File: config.mk
export PLATFORM = sky130hd
export DESIGN_NAME = syr2k_loop_sequencer
export DESIGN_NICKNAME = d
export VERILOG_FILES = /design/src/rtl/syr2k_loop_sequencer.sv
export SDC_FILE = /design/constraint.sdc
export NUM_CORES = 1
export LEC_CHECK = 0
export CAP_MARGIN = 20
export CORE_MARGIN = 2
export CORE_UTILIZATION = 58
export CTS_BUF_LIST = sky130_fd_sc_hd__clkbuf_8 sky130_fd_sc_hd__clkbuf_16
export CTS_CLUSTER_DIAMETER = 120
export CTS_CLUSTER_SIZE = 30
export DETAILED_ROUTE_END_ITERATION = 16
export PLACE_DENSITY = 0.92
export SYNTH_ARGS = -nofsm -noshare
export SYNTH_HDL_FRONTEND = slang
export SYNTH_SLANG_ARGS = --single-unit
File: constraint.sdc
create_clock -name clk -period 3.02 [get_ports clk]
set_input_delay 0.604 -clock clk [delete_from_list [all_inputs] [get_ports clk]]
set_output_delay 0.604 -clock clk [all_outputs]
set_load 0.03 [all_outputs]
File: src/rtl/syr2k_loop_sequencer.sv
// syr2k_loop_sequencer: walks the SYR2K i/j/k loop nest and issues one
// operand-address beat per k step, tracking outstanding C write-backs.
module syr2k_loop_sequencer #(
   parameter int N_MAX   = 100,
   parameter int AW      = 14,
   parameter int DW      = 7,
   parameter bit LOWER   = 1'b1,
   parameter int MAX_OUT = 4
) (
   input  logic          clk,
   input  logic          rst,
   input  logic          start,
   input  logic [DW-1:0] n_cfg,
   output logic          busy,
   output logic          done,
   output logic          err,
   output logic          iss_valid,
   input  logic          iss_ready,
   output logic [AW-1:0] addr_ik,
   output logic [AW-1:0] addr_jk,
   output logic [AW-1:0] addr_ij,
   output logic          iss_first,
   output logic          iss_last,
   input  logic          wb_ack
);

   localparam int OW = $clog2(MAX_OUT + 1);
   localparam logic [AW-1:0] STRIDE = AW'(N_MAX);
   localparam logic [DW-1:0] NLIM = DW'(N_MAX);
   localparam logic [OW-1:0] OMAX = OW'(MAX_OUT);

   typedef enum logic [1:0] {IDLE, RUN, DRAIN} state_t;

   state_t        state, state_d;
   logic [DW-1:0] n, i, j, k;
   logic [DW-1:0] nm1, jmax;
   logic [AW-1:0] base_i, base_j, row_i, row_j;
   logic [OW-1:0] outst;
   logic          beat;
   logic          accept, run_ok, bad_n;
   logic          xfer, stall, k_end, j_end, i_end, fin;
   logic          inc, dec, spur, drain_done;

   always_comb begin
      nm1        = n - DW'(1);
      jmax       = LOWER ? i : nm1;
      k_end      = (k == nm1);
      j_end      = (j == jmax);
      i_end      = (i == nm1);
      stall      = iss_last && (outst == OMAX);
      iss_valid  = beat && !stall;
      xfer       = iss_valid && iss_ready;
      fin        = xfer && k_end && j_end && i_end;
      accept     = (state == IDLE) && start && !done;
      bad_n      = (n_cfg > NLIM);
      run_ok     = (n_cfg != '0) && !bad_n;
      inc        = xfer && iss_last;
      spur       = wb_ack && (outst == '0) && !inc;
      dec        = wb_ack && !spur;
      row_i      = base_i + STRIDE;
      row_j      = base_j + STRIDE;
      drain_done = (state == DRAIN) && (outst == '0);
      state_d    = state;
      unique case (state)
         IDLE:    if (accept && run_ok) state_d = RUN;
         RUN:     if (fin) state_d = DRAIN;
         DRAIN:   if (drain_done) state_d = IDLE;
         default: state_d = IDLE;
      endcase
   end

   always_ff @(posedge clk) begin
      if (rst) begin
         state     <= IDLE;
         n         <= '0;
         i         <= '0;
         j         <= '0;
         k         <= '0;
         base_i    <= '0;
         base_j    <= '0;
         addr_ik   <= '0;
         addr_jk   <= '0;
         addr_ij   <= '0;
         iss_first <= 1'b0;
         iss_last  <= 1'b0;
         beat      <= 1'b0;
         busy      <= 1'b0;
         done      <= 1'b0;
         err       <= 1'b0;
         outst     <= '0;
      end else begin
         state <= state_d;
         done  <= 1'b0;
         if (inc && !dec) outst <= outst + OW'(1);
         else if (dec && !inc) outst <= outst - OW'(1);
         if (accept) begin
            n         <= n_cfg;
            i         <= '0;
            j         <= '0;
            k         <= '0;
            base_i    <= '0;
            base_j    <= '0;
            addr_ik   <= '0;
            addr_jk   <= '0;
            addr_ij   <= '0;
            iss_first <= run_ok;
            iss_last  <= run_ok && (n_cfg == DW'(1));
            beat      <= run_ok;
            busy      <= run_ok;
            done      <= !run_ok;
            err       <= bad_n;
         end
         if (xfer) begin
            if (!k_end) begin
               k         <= k + DW'(1);
               addr_ik   <= addr_ik + AW'(1);
               addr_jk   <= addr_jk + AW'(1);
               iss_first <= 1'b0;
               iss_last  <= ((k + DW'(1)) == nm1);
            end else begin
               k         <= '0;
               iss_first <= 1'b1;
               iss_last  <= (n == DW'(1));
               if (!j_end) begin
                  j       <= j + DW'(1);
                  base_j  <= row_j;
                  addr_jk <= row_j;
                  addr_ik <= base_i;
                  addr_ij <= addr_ij + AW'(1);
               end else begin
                  // next row of i; j restarts at row 0
                  j       <= '0;
                  base_j  <= '0;
                  addr_jk <= '0;
                  i       <= i + DW'(1);
                  base_i  <= row_i;
                  addr_ik <= row_i;
                  addr_ij <= row_i;
               end
            end
            if (fin) begin
               beat      <= 1'b0;
               iss_first <= 1'b0;
               iss_last  <= 1'b0;
            end
         end
         if (drain_done) begin
            done <= 1'b1;
            busy <= 1'b0;
         end
         if (spur) err <= 1'b1;
      end
   end

endmodule

# ---- Word-level counts from Yosys, hierarchy flattened
# Cells that the tools add are included.
# W data, S select, Z words.
dict set report word_totals {
  elab_cells 124
  rom_bits 0
  latch_bits 0
  ram_bits 0
  ff_bits 109
  memories 0
  input_bits 12
}
dict set report classes {
  n_eq_ne 12
  add_sub_neg 11
  div_mod_pow 0
  n_mul 0
  shifts 0
  order_cmp 1
  n_bitwise 0
  mux 50
  n_reduce_logical 33
}
# operator count
set op_table {}
lappend op_table {{$mux W14} 18}
lappend op_table {{$mux W7} 11}
lappend op_table {{$add A14 B1 Y14 const B} 3}
lappend op_table {{$add A14 B7 Y14 const B} 2}
lappend op_table {{$eq A7 B7 Y1} 4}
lappend op_table {{$add A7 B1 Y7 const B} 3}
lappend op_table {{$logic_and A1 B1 Y1} 18}
lappend op_table {{$mux W1} 15}
lappend op_table {{$eq A7 B1 Y1 const B} 2}
lappend op_table {{$gt A7 B7 Y1 const B} 1}
lappend op_table {{$logic_not A1 Y1} 7}
lappend op_table {{$reduce_bool A7 Y1} 1}
lappend op_table {{$sub A7 B1 Y7 const B} 1}
lappend op_table {{$mux W2} 3}
lappend op_table {{$mux W3} 2}
lappend op_table {{$pmux W2 S3} 1}
lappend op_table {{$reduce_bool A2 Y1} 3}
lappend op_table {{$ne A2 B2 Y1 const B} 2}
lappend op_table {{$add A3 B1 Y3 const B} 1}
lappend op_table {{$eq A3 B3 Y1 const B} 1}
lappend op_table {{$logic_not A3 Y1} 1}
lappend op_table {{$reduce_and A3 Y1} 1}
lappend op_table {{$sub A3 B1 Y3 const B} 1}
lappend op_table {{$eq A2 B1 Y1 const B} 1}
lappend op_table {{other kinds (4)} 4}

# ---- Logic depth before layout (Yosys ltp)
# Gate-level depths: netlist of run 1.
dict set report logic_depth {
  depth_word 13
  mapped_depth 11
}

# ---- Least setup slack after synthesis of run 1
# OpenSTA, ideal clock, no wires.
dict set report synth_timing {
  path_kind {input port to flip-flop}
  startpoint {in iss_ready}
  endpoint {reg outst[2]}
  slack_ns 0.518
  cell_stages 10
  t_arrival_ns 2.374
  n_path_buf 1
  required_ns 2.892
  setup_time_ns 0.128
  cell_sequence {o311a_1 > clkbuf_1 > nand2_1 > nor2_1 > inv_1 > fa_1 > nor3_1 > a21oi_1 > xor2_1 > nor2_1}
}
dict set report synth_between {
  elab_chain_len 9
}
# element line_no
set synth_lines {}
lappend synth_lines {{start, declared} 18} ;# input logic iss_ready,
lappend synth_lines {{$logic_and A1 B1 Y1 (*)} 52} ;# xfer = iss_valid && iss_ready;
lappend synth_lines {{$logic_and A1 B1 Y1 (*)} 57} ;# inc = xfer && iss_last;
lappend synth_lines {{$logic_not A1 Y1} {58, 95}}
lappend synth_lines {{$logic_and A1 B1 Y1} 58} ;# spur = wb_ack && (outst == '0) && !inc;
lappend synth_lines {{$logic_not A1 Y1} 59} ;# dec = wb_ack && !spur;
lappend synth_lines {{$logic_and A1 B1 Y1} 59}
lappend synth_lines {{$logic_not A1 Y1} 94} ;# if (inc && !dec) outst <= outst + OW'(1);
lappend synth_lines {{$logic_and A1 B1 Y1} 94}
lappend synth_lines {{$mux W3 or $reduce_bool A2 Y1 (tied branches)} -}
lappend synth_lines {{end signal, assigned} 94}
lappend synth_lines {{end signal, assigned} 95} ;# else if (dec && !inc) outst <= outst - OW'(1);
lappend synth_lines {{end, declared} 38} ;# logic [OW-1:0] outst;
# Mark *: on every way between the ends. The rest lies on a longest branch, timed or not.
# A chain may end at the register's enable or synchronous reset.

# ---- Worst setup path after layout of run 1
dict set report layout_timing {
  startpoint {reg n[1]}
  endpoint {reg i[2]}
}
dict set report layout_between {
  elab_chain_len 4
}
# element line_no
set layout_lines {}
lappend layout_lines {{start, declared} 35} ;# logic [DW-1:0] n, i, j, k;
lappend layout_lines {{start signal, assigned} 97} ;# n <= n_cfg;
lappend layout_lines {{$sub A7 B1 Y7} 45} ;# nm1 = n - DW'(1);
lappend layout_lines {{$eq A7 B7 Y1} 47} ;# k_end = (k == nm1);
lappend layout_lines {{$mux W7} 114} ;# if (!k_end) begin
lappend layout_lines {{$mux W7} 113} ;# if (xfer) begin
lappend layout_lines {{end signal, assigned} 135} ;# i <= i + DW'(1);
lappend layout_lines {{end, declared} 35}
# No other way between the ends.

==> summary.txt, run 1 <==
Drt
  • Mean number of vias per cell: 6.27
  • Final antenna-violating net count: 0
  • DR iter-0 viols: 647
  • Routed vias: 6372
  • Post-route DRC: 0
  • M1 WL: 7.27 mm
  • Wire length per cell: 16.6 um
  • Met3 Wirelength: 1.48 mm
  • Total iterations of the first detailed-routing run: 5
  • Detail Route met2 WL: 7.72 mm
  • Routed wire length: 16.8 mm
  • Highest routed layer: met4

Critical path
  • Crit start category: flop
  • Cell family with most CP delay: compound AO/OA/AOI/OAI gates
  • Arrival @ worst endpoint: 3.16 ns
  • CP max FO: 15
  • Cells along the critical path: inv_1 > ha_1 > nor3b_1 > xnor3_1 > o21ai_1 > nor3_2 > a21oi_2 > o21ai_0 > a21oi_1
  • Max incr delay on CP: 0.63 ns
  • Crit path buf inv count: 1
  • Worst EP required: 3.34 ns
  • Critical Path End Type: flop
  • Slowest cell on the critical path: a21oi_2
  • Crit Path Class: flop to flop

Final layout
  • Final Util: 0.675
  • Layout area overhead: 14.3%
  • Fillers: 867
  • Layout cell share with drive strength beyond 1: 0.0662
  • Final net count: 894
  • ANT cells: 0
  • Finished Cell Area: 7290 um2

STA
  • Final hold vios: 0
  • Setup TNS: 0 ns
  • Crit share post-route: 0.939
  • Tightest Pin Transition: 0.809 ns
  • Setup Skew: 0.0125 ns
  • Setup-failing EPs final: 0
  • Worst rel slew slack: 0.460
  • Max Transition Viols Final: 0
  • Final min period: 2.84 ns
  • Achievable frequency: 353 MHz
  • RSZ-0062 raised after global routing: false

Clocking
  • CTS tree: done
  • Clk_lat worst skew: 0.39 ns
  • Inserted Clock Buffers: 9
  • CTS H-Tree Depth: 3
  • Post-CTS setup buffer count: 0
  • Root buffer cell: clkbuf_8
  • # clock sinks: 109
  • CTS clk-pin slew, worst paths: 0.11 ns
  • Clock buffer depth: 2

Yosys
  • Share of the synthesized area in the top cell type: 0.342
  • Synth cell types: 71
  • Syn. warnings: 0
  • Register area share after synthesis: 0.342
  • Async set-reset flop share out of synthesis: 0
  • Ys flop type: dfxtp_1
  • Synthesized instance count: 827
  • Number of synthesized flops with an enable pin: 0
  • Synthesized area: 6370 um2
  • Cell taking the most area after synthesis: dfxtp_1
  • Synth Register Bits: 109
  • Area contributors post-synth: dfxtp_1 34%, a21oi_1 7.8%, xor2_1 5.5%
  • Synth Net Count: 850
  • Post-synthesis area per instance: 7.71 um2

Global routing
  • GRT Util Overall: 0.289
  • Largest net degree at the start of global routing: 58
  • Vias in the first global route: 5739
  • Initial antenna violation count: 0
  • GRT overflow: 0
  • First-pass GRT wire length: 27.3 mm

Floorplan
  • DIE WIDTH: 109 um
  • Die H: 109 um
  • Row count: 38
  • I/O pin total: 60
  • Full die area: 11800 um2
  • Initial core utilization: 0.590
  • Core Region: 10800 um2

Run status
  • Status: complete, no violations

Placed design
  • Post-DP Area: 7120 um2
  • Post-detail-place hpwl: 11.8 mm
  • Port bufs: 59
  • Routability cong.: 0.908

Pwr
  • Leakage power: 2.58 nW
  • Cell Pwr Density: 377 nW/um2
  • Maximum vdd drop: 0.341 mV
  • Total Power: 2.74 mW

Run
  • Max cap viols: 0

Worst hold path
  • HP Class: flop to flop
==> power breakdown <==
part	switching, mW	total (mW)	leakage (nW)	internal [mW]
combinational	0.259	0.424	1.61	0.165
clock	0.521	0.817	0.0901	0.296
sequential	0.0381	1.50	0.880	1.47
==> through the flow <==
step / worst slack [ns] / instances / hold WS, ns
6_report: 0.184 / 1016 / 0.467
5_1_grt: 0.0316 / 1016 / 0.495
3_3_place_gp: 0.272 / 1000 / 0.441
2_1_floorplan: 0.518 / 827 / 0.427
4_1_cts: 0.125 / 1016 / 0.467
3_5_place_dp: 0.153 / 1000 / 0.450
==> path summary, 6_finish.rpt <==
path	startpoint	end	slack, ns	cells after the start
max	n[1]	i[2]	0.18	9
min	base_j[0]	addr_jk[0]	0.47	2
max reg2reg	n[1]	i[2]	0.18	9
min reg2reg	base_j[0]	addr_jk[0]	0.47	2
==> what timing repair did <==
action,4_1_cts,5_1_grt
resized for setup,0,1
hold buffers,0,0
endpoints found under the setup margin,0,6
==> worst reg2reg max path, cell delays in order, from the launching register on <==
cell and delay, ns:
dfxtp_1 0.35, inv_1 0.09, ha_1 0.28, nor3b_1 0.38, xnor3_1 0.30, o21ai_1 0.22, nor3_2 0.12, a21oi_2 0.63
o21ai_0 0.22, a21oi_1 0.18
==> registers in the layout, summed over array words and instances, names as in the netlist, 3 cells and up <==
name     cells
addr_ij     14
addr_ik     14
addr_jk     14
base_i      14
base_j      14
i            7
j            7
k            7
n            7
outst        3
==> final cells by class <==
| type | instances | area (um2) | area share |
|---|---|---|---|
| clock inverters | 7 | 43.8 | 0.00601 |
| flip-flops and latches | 109 | 2180 | 0.300 |
| multi-input cells | 654 | 3930 | 0.539 |
| clock buffers | 9 | 124 | 0.0170 |
| inverters | 14 | 52.6 | 0.00721 |
| well taps | 140 | 175 | 0.0240 |
| repair buffers | 83 | 778 | 0.107 |
==> layer usage <==
layer	GRT usage	vias up
met5	0	-
met4	0.0998	0
met3	0.0508	35
met2	0.456	302
met1	0.399	2975
li1	-	3060
==> cell usage after synthesis, drive strengths merged (2+ instances only) <==
library cell / count
and4: 5
nand4: 8
o311ai: 2
dfxtp: 109
ha: 10
a221oi: 4
xor2: 40
nand2: 85
nor3b: 5
a22oi: 7
nor3: 29
or4: 3
a21oi: 100
nor4b: 2
nand3: 53
nor4: 7
buf: 19
o32ai: 2
and2: 12
o2bb2ai: 4
nor2b: 9
nand3b: 14
a211oi: 8
inv: 14
o22ai: 5
xnor2: 31
o2111ai: 2
o211ai: 5
a31oi: 23
clkbuf: 31
and3: 12
or3: 17
nor2: 78
xnor3: 2
o21ai: 46
nand2b: 5
==> logic make-up after synthesis <==
| kind of cell | Yosys count | synth area share |
|---|---|---|
| adders and majority gates | 11 | 0.0228 |
| and+or+nand+nor | 351 | 0.284 |
| DFF | 109 | 0.342 |
| AOI/OAI and AO/OA | 219 | 0.202 |
| buffers and inverters | 64 | 0.0438 |
| xor gates and xnor gates | 73 | 0.105 |
==> layout by cell type, fill, tap and decap left out, drive strengths merged, types with 3 or more instances in the layout <==
cell           netlist  final
and3                12     12
nand3               53     53
or4                  3      3
a211oi               8      8
o2bb2ai              4      4
a22oi                7      7
a31oi               23     23
and4                 5      5
nand2               85     85
o22ai                5      5
nor2                78     78
or3                 17     17
nand4                8      8
o21ai               46     46
clkdlybuf4s50        0     58
a21oi              100    100
nand2b               5      5
nor3                29     29
o211ai               5      5
nor3b                5      5
nor2b                9      9
a221oi               4      4
clkinv               0      5
nor4                 7      7
dfxtp              109    109
ha                  10     10
buf                 19     25
xnor2               31     31
nand3b              14     14
clkbuf              31      9
and2                12     12
xor2                40     40
inv                 14     15
Power figures use the tool's default switching activity.
==> inputs of run 2 (changes only) <==
- GPL_TIMING_DRIVEN: default -> 0
==> run 2 against run 1 <==
- die area unchanged
- total power up 8.9%
- maximum frequency down 2.5%
- wire length up 18%
- worst setup slack worse by 0.072 ns
- non-clock buffer count up 32
- global-route usage up 4.1 points
- clock skew up 0.0013 ns
- critical path depth up 1
- hold slack better by 0.0055 ns
- final cell count up 3.1%
- largest power group unchanged
- highest routed layer unchanged
==> summary.txt, run 2 (synthesized netlist as in run 1, its figures left out) <==
Final layout
  • Multi-input logic area: 3940 um2 (+0.13%)
  • Most common cell after layout, fill and taps aside: dfxtp_1
  • Commonest cells after routing, fill and taps aside: 109 x dfxtp_1, 99 x a21oi_1, 85 x nand2_1
  • Register area: 2180 um2 (unchanged)
  • ANT cells: 0 (unchanged)
  • Fillers: 867 (unchanged)
  • Layout area overhead: 16.7%
  • Final net count: 926 (+3.6%)
  • Fin cells: 1048 (+3.1%)
  • Layout cell share with drive strength beyond 1: 0.0672 (+0.000971)

Placed design
  • Post-place setup slack: -0.463 ns (-0.616 ns)
  • Port bufs: 59 (unchanged)
  • Routability cong.: 0.936 (+3.1%)
  • Post-detail-place hpwl: 13.9 mm (+17%)
  • Placed cells: 1027 (+2.7%)

STA
  • Final worst slack: 0.112 ns (-0.0723 ns)
  • RSZ-0062 raised after global routing: false
  • Max Transition Viols Final: 0 (unchanged)
  • Worst rel slew slack: 0.457 (-0.00270)
  • Final min period: 2.91 ns (+0.0723 ns)
  • Achievable frequency: 344 MHz (-2.5%)
  • Setup-failing EPs final: 0 (unchanged)
  • Crit share post-route: 0.963 (+0.0239)
  • Tightest Pin Transition: 0.803 ns (-0.00596 ns)
  • Setup Skew: 0.0138 ns (+0.00132 ns)
  • Final hold vios: 0 (unchanged)

Critical path
  • Critical Path End Type: flop
  • Worst EP required: 3.28 ns (-0.06 ns)
  • CP max FO: 10 (-5)
  • R2R Path Start: n[0]
  • Reg2reg path depth: 10 (+1)
  • R2R Path End: addr_ik[0]
  • Crit Path Class: flop to flop
  • R2R Setup Slk: 0.11 ns (-0.07 ns)
  • Arrival @ worst endpoint: 3.17 ns (about the same)
  • Crit start category: flop

Worst hold path
  • Hold path start: base_j[1]
  • HP Class: flop to flop
  • Depth of the worst hold-timing path: 1 (-1)
  • Min-Delay Endpoint: base_j[1]

Pwr
  • Cell Pwr Density: 402 nW/um2 (+6.7%)
  • Leakage power: 2.65 nW (+2.7%)
  • Maximum vdd drop: 0.246 mV (-28%)

Floorplan
  • DIE WIDTH: 109 um (unchanged)
  • Full die area: 11800 um2 (unchanged)
  • I/O pin total: 60 (unchanged)
  • Initial core utilization: 0.590 (unchanged)
  • Core Region: 10800 um2 (unchanged)
  • Die H: 109 um (unchanged)
  • Row count: 38 (unchanged)

Global routing
  • Largest net degree at the start of global routing: 18 (-69%)
  • Initial antenna violation count: 0 (unchanged)
  • Vias in the first global route: 6010 (+4.7%)
  • GRT overflow: 0 (unchanged)
  • GRT Util Overall: 0.330 (+0.0411)
  • First-pass GRT wire length: 30.1 mm (+10%)

Clocking
  • Clk_lat worst skew: 0.40 ns (about the same)
  • Root buffer cell: clkbuf_8
  • CTS tree: done
  • # clock sinks: 109 (unchanged)
  • Hold buffers post-CTS: 0 (unchanged)
  • Inserted Clock Buffers: 9 (unchanged)
  • CTS clk-pin slew, worst paths: 0.11 ns (about the same)
  • Clock buffer depth: 2 (unchanged)
  • CTS H-Tree Depth: 3 (unchanged)

Drt
  • DR iter-0 viols: 920 (+42%)
  • Mean number of vias per cell: 6.49 (+3.5%)
  • Post-route DRC: 0 (unchanged)
  • Total iterations of the first detailed-routing run: 7 (+2)
  • Wire length per cell: 18.9 um (+14%)
  • Routed wire length: 19.8 mm (+18%)
  • Final antenna-violating net count: 0 (unchanged)
  • Routed vias: 6805 (+6.8%)

Run
  • Max cap viols: 0 (unchanged)

Run status
  • Status: complete, no violations
==> run 2: per-stage QoR <==
| stage | hold slack [ns] | util | area (um2) | power, mW | TNS [ns] |
|---|---|---|---|---|---|
| 2_1_floorplan | 0.427 | - | 6370 | 1.82 | 0 |
| 3_3_place_gp | 0.443 | 0.661 | 7140 | 1.95 | -5.73 |
| 4_1_cts | 0.475 | 0.684 | 7380 | 2.96 | 0 |
| 6_report | 0.472 | 0.689 | 7430 | 2.99 | 0 |
| 5_1_grt | 0.504 | 0.689 | 7430 | 3.06 | 0 |
| 3_5_place_dp | 0.450 | 0.662 | 7140 | 1.96 | -1.32 |
==> run 2: worst max-delay path: stages (launching register included) <==
cell	delay (ns)
dfxtp_1	0.50
inv_1	0.10
ha_1	0.32
xnor3_1	0.28
and3_1	0.21
nand4_2	0.22
o21ai_2	0.35
buf_2	0.33
nor2_1	0.09
a221oi_1	0.28
nor2_1	0.08
==> run 2: power breakdown <==
part           internal [mW]  switching (mW)
Combinational          0.161           0.300
Clock                  0.489           0.540
Sequential              1.47          0.0343
==> run 2: final cells by class <==
type / count / share of cell area
timing repair buffer: 66 / 0.0858
sequential: 109 / 0.294
tap: 140 / 0.0236
multi-input combinational: 654 / 0.529
inverter: 14 / 0.00707
clock inverter: 6 / 0.0116
clock buffer: 10 / 0.0185
buffer: 49 / 0.0306
==> run 2: repair_timing <==
action,CTS,global route
endpoints found under the hold margin,0,0
pin swaps,0,2
resized for setup,3,7
setup endpoints to repair,19,61
setup buffers,0,5
==> run 2: routing by layer <==
layer	up-vias	wire, um	share of wire	GRT usage
li1	3119	-	-	-
met1	3103	7770	0.39	0.437
met2	497	8760	0.44	0.513
met3	86	2540	0.13	0.0735
met4	0	712	0.036	0.152
met5	-	0	0	0
==> run 2: worst max path at each step <==
stage | start | end | slack (ns) | cells after the start
after floorplan | iss_ready | outst[2] | 0.52 | 10
after global placement | start | addr_ik[1] | -0.43 | 6
after detailed placement | iss_ready | outst[2] | -0.46 | 11
after CTS | n[0] | addr_jk[0] | 0.03 | 11
after global routing | n[0] | addr_ik[0] | 0.02 | 10
final | n[0] | addr_ik[0] | 0.11 | 10
==> inputs of run 3 (changes only) <==
- MAX_ROUTING_LAYER: default -> met4
==> run 3 against run 2 <==
- clock skew grew 0.0050 ns
- register-to-register slack worse by 0.03 ns
- count of clock-buffer cells in the layout is the same
- sequential share of layout area rose by 0.28 points
- maximum frequency is 1.1% lower
- via count shrank 1.5%
- largest cell class unchanged
==> summary.txt, run 3 (synthesized netlist as in run 1, its figures left out) <==
Critical path
  • Cell family with most CP delay: simple AND/OR/NAND/NOR gates
  • Slowest cell on the critical path: nor3_4
  • Worst EP required: 3.28 ns (about the same)
  • Reg2reg path depth: 11 (+1)
  • Cells along the critical path: clkbuf_2 > inv_1 > ha_1 > nor3b_2 > xnor3_1 > o21ai_1 > nor3_4 > a21oi_2 > buf_4 > o21ai_0 > a21oi_1
  • Crit Path Class: flop to flop
  • R2R Path Start: n[0]
  • Crit path buf inv count: 3 (+1)
  • Critical Path End Type: flop
  • Max incr delay on CP: 0.45 ns (-0.05 ns)
  • CP Capture Point: i[6]
  • Crit start category: flop
  • R2R Setup Slk: 0.08 ns (-0.03 ns)
  • R2R Path End: i[6]
  • Critical Path Start: n[0]
  • CP max FO: 10 (unchanged)
  • Arrival @ worst endpoint: 3.20 ns (+0.03 ns)
  • Stages on worst setup path: 11 (+1)

Floorplan
  • Row count: 38 (unchanged)
  • Die H: 109 um (unchanged)
  • Initial core utilization: 0.590 (unchanged)
  • Core Region: 10800 um2 (unchanged)
  • DIE WIDTH: 109 um (unchanged)
  • Full die area: 11800 um2 (unchanged)
  • I/O pin total: 60 (unchanged)

STA
  • Crit share post-route: 0.974 (+0.0107)
  • Setup TNS: 0 ns (unchanged)
  • Worst rel slew slack: 0.460 (+0.00316)
  • Achievable frequency: 340 MHz (-1.1%)
  • Final min period: 2.94 ns (+0.0323 ns)
  • Final hold vios: 0 (unchanged)
  • Max Transition Viols Final: 0 (unchanged)
  • Tightest Pin Transition: 0.810 ns (+0.00658 ns)
  • Setup-failing EPs final: 0 (unchanged)
  • Setup Skew: 0.0188 ns (+0.00497 ns)
  • Final worst slack: 0.0796 ns (-0.0323 ns)

Global routing
  • Busiest metal layer after global routing: met2
  • Met1 GRT Util: 0.448 (+0.0106)
  • Vias in the first global route: 5967 (-0.72%)
  • GR Util met3: 0.0723 (-0.00120)
  • First-pass GRT wire length: 30.4 mm (+0.94%)
  • GRT Util Overall: 0.340 (+0.0103)
  • Met2 Use GR: 0.510 (-0.00268)
  • Initial antenna violation count: 0 (unchanged)
  • Largest net degree at the start of global routing: 17 (-1)
  • GRT overflow: 0 (unchanged)

Clocking
  • CTS H-Tree Depth: 3 (unchanged)
  • Clock buffer depth: 2 (unchanged)
  • CTS tree: done
  • # clock sinks: 109 (unchanged)
  • Clk_lat worst skew: 0.39 ns (about the same)
  • CTS clk-pin slew, worst paths: 0.11 ns (about the same)
  • Root buffer cell: clkbuf_8
  • Inserted Clock Buffers: 9 (unchanged)

Final layout
  • Fin cells: 1047 (-0.095%)
  • Fillers: 856 (-1.3%)
  • Final net count: 925 (-0.11%)
  • Commonest cells after routing, fill and taps aside: 109 x dfxtp_1, 99 x a21oi_1, 85 x nand2_1
  • Register area: 2180 um2 (unchanged)
  • Multi-input logic area: 3930 um2 (-0.16%)
  • Most common cell after layout, fill and taps aside: dfxtp_1
  • Layout area overhead: 15.6%
  • ANT cells: 0 (unchanged)
  • Final Util: 0.682 (-0.00661)
  • Layout cell share with drive strength beyond 1: 0.0639 (-0.00323)

Drt
  • Total iterations of the first detailed-routing run: 8 (+1)
  • Final antenna-violating net count: 0 (unchanged)
  • Routed wire length: 19.5 mm (-1.5%)
  • DR iter-0 viols: 960 (+4.3%)
  • Post-route DRC: 0 (unchanged)
  • Mean number of vias per cell: 6.40 (-1.4%)
  • Wire length per cell: 18.6 um (-1.4%)
  • Routed vias: 6703 (-1.5%)

Placed design
  • Port bufs: 59 (unchanged)
  • Placed cells: 1027 (unchanged)
  • Post-place setup slack: -0.481 ns (-0.0184 ns)
  • Routability cong.: 0.959 (+2.4%)
  • Post-detail-place hpwl: 13.9 mm (+0.16%)

Worst hold path
  • Depth of the worst hold-timing path: 2 (+1)
  • HP Class: flop to flop

Run status
  • Status: complete, no violations

Pwr
  • Maximum vdd drop: 0.231 mV (-6.1%)
  • Leakage power: 2.63 nW (-0.84%)
  • Cell Pwr Density: 380 nW/um2 (-5.5%)

Run
  • Max cap viols: 0 (unchanged)
## run 3: routing by layer
layer | routed length, um | vias up
met5 | 0 | -
li1 | - | 3123
met4 | 585 | 0
met2 | 8770 | 421
met1 | 7790 | 3102
met3 | 2350 | 57
## run 3: power breakdown
| group | switching [mW] | internal [mW] | total [mW] | leakage, nW |
|---|---|---|---|---|
| logic | 0.297 | 0.161 | 0.458 | 1.65 |
| clock network | 0.524 | 0.316 | 0.839 | 0.0984 |
| registers | 0.0344 | 1.47 | 1.50 | 0.880 |
| total | 0.855 | 1.94 | 2.80 | 2.63 |
## run 3: cell type report
cell class | instances | area share
clock inverter | 6 | 0.00425
multi-input combinational | 654 | 0.534
inverter | 14 | 0.00714
tap | 140 | 0.0238
timing repair buffer | 64 | 0.0846
sequential | 109 | 0.296
clock buffer | 10 | 0.0187
buffer | 50 | 0.0316
## run 3: worst reg2reg max path, cell delays in order (launching register included)
cell and delay [ns]:
dfxtp_1 0.35, clkbuf_2 0.18, inv_1 0.08, ha_1 0.31, nor3b_2 0.30, xnor3_1 0.23, o21ai_1 0.17, nor3_4 0.45
a21oi_2 0.18, buf_4 0.23, o21ai_0 0.22, a21oi_1 0.11
## run 3: timing repair
action                     in CTS  in global routing
hold buffers                    0                  0
pin swaps                       0                  1
setup endpoints to repair      10                 75
setup buffers                   0                  3
resized for setup               2                  8
## run 3: through the flow
stage,cell area (um2),hold slack [ns],total power [mW]
2_1_floorplan,6370,0.427,1.82
3_3_place_gp,7140,0.443,1.95
3_5_place_dp,7140,0.443,1.97
4_1_cts,7310,0.460,2.76
5_1_grt,7360,0.495,2.87
6_report,7360,0.457,2.80
## run 3: worst min-delay path by stage
stage                         start          to  slack (ns)
final                     base_j[0]  addr_jk[0]        0.46
after global routing      base_j[0]   base_j[0]        0.50
after CTS                 base_j[0]  addr_jk[0]        0.46
after detailed placement  base_j[0]  addr_jk[0]        0.44
after global placement    base_j[0]  addr_jk[0]        0.44
after floorplan           base_j[0]  addr_jk[0]        0.43
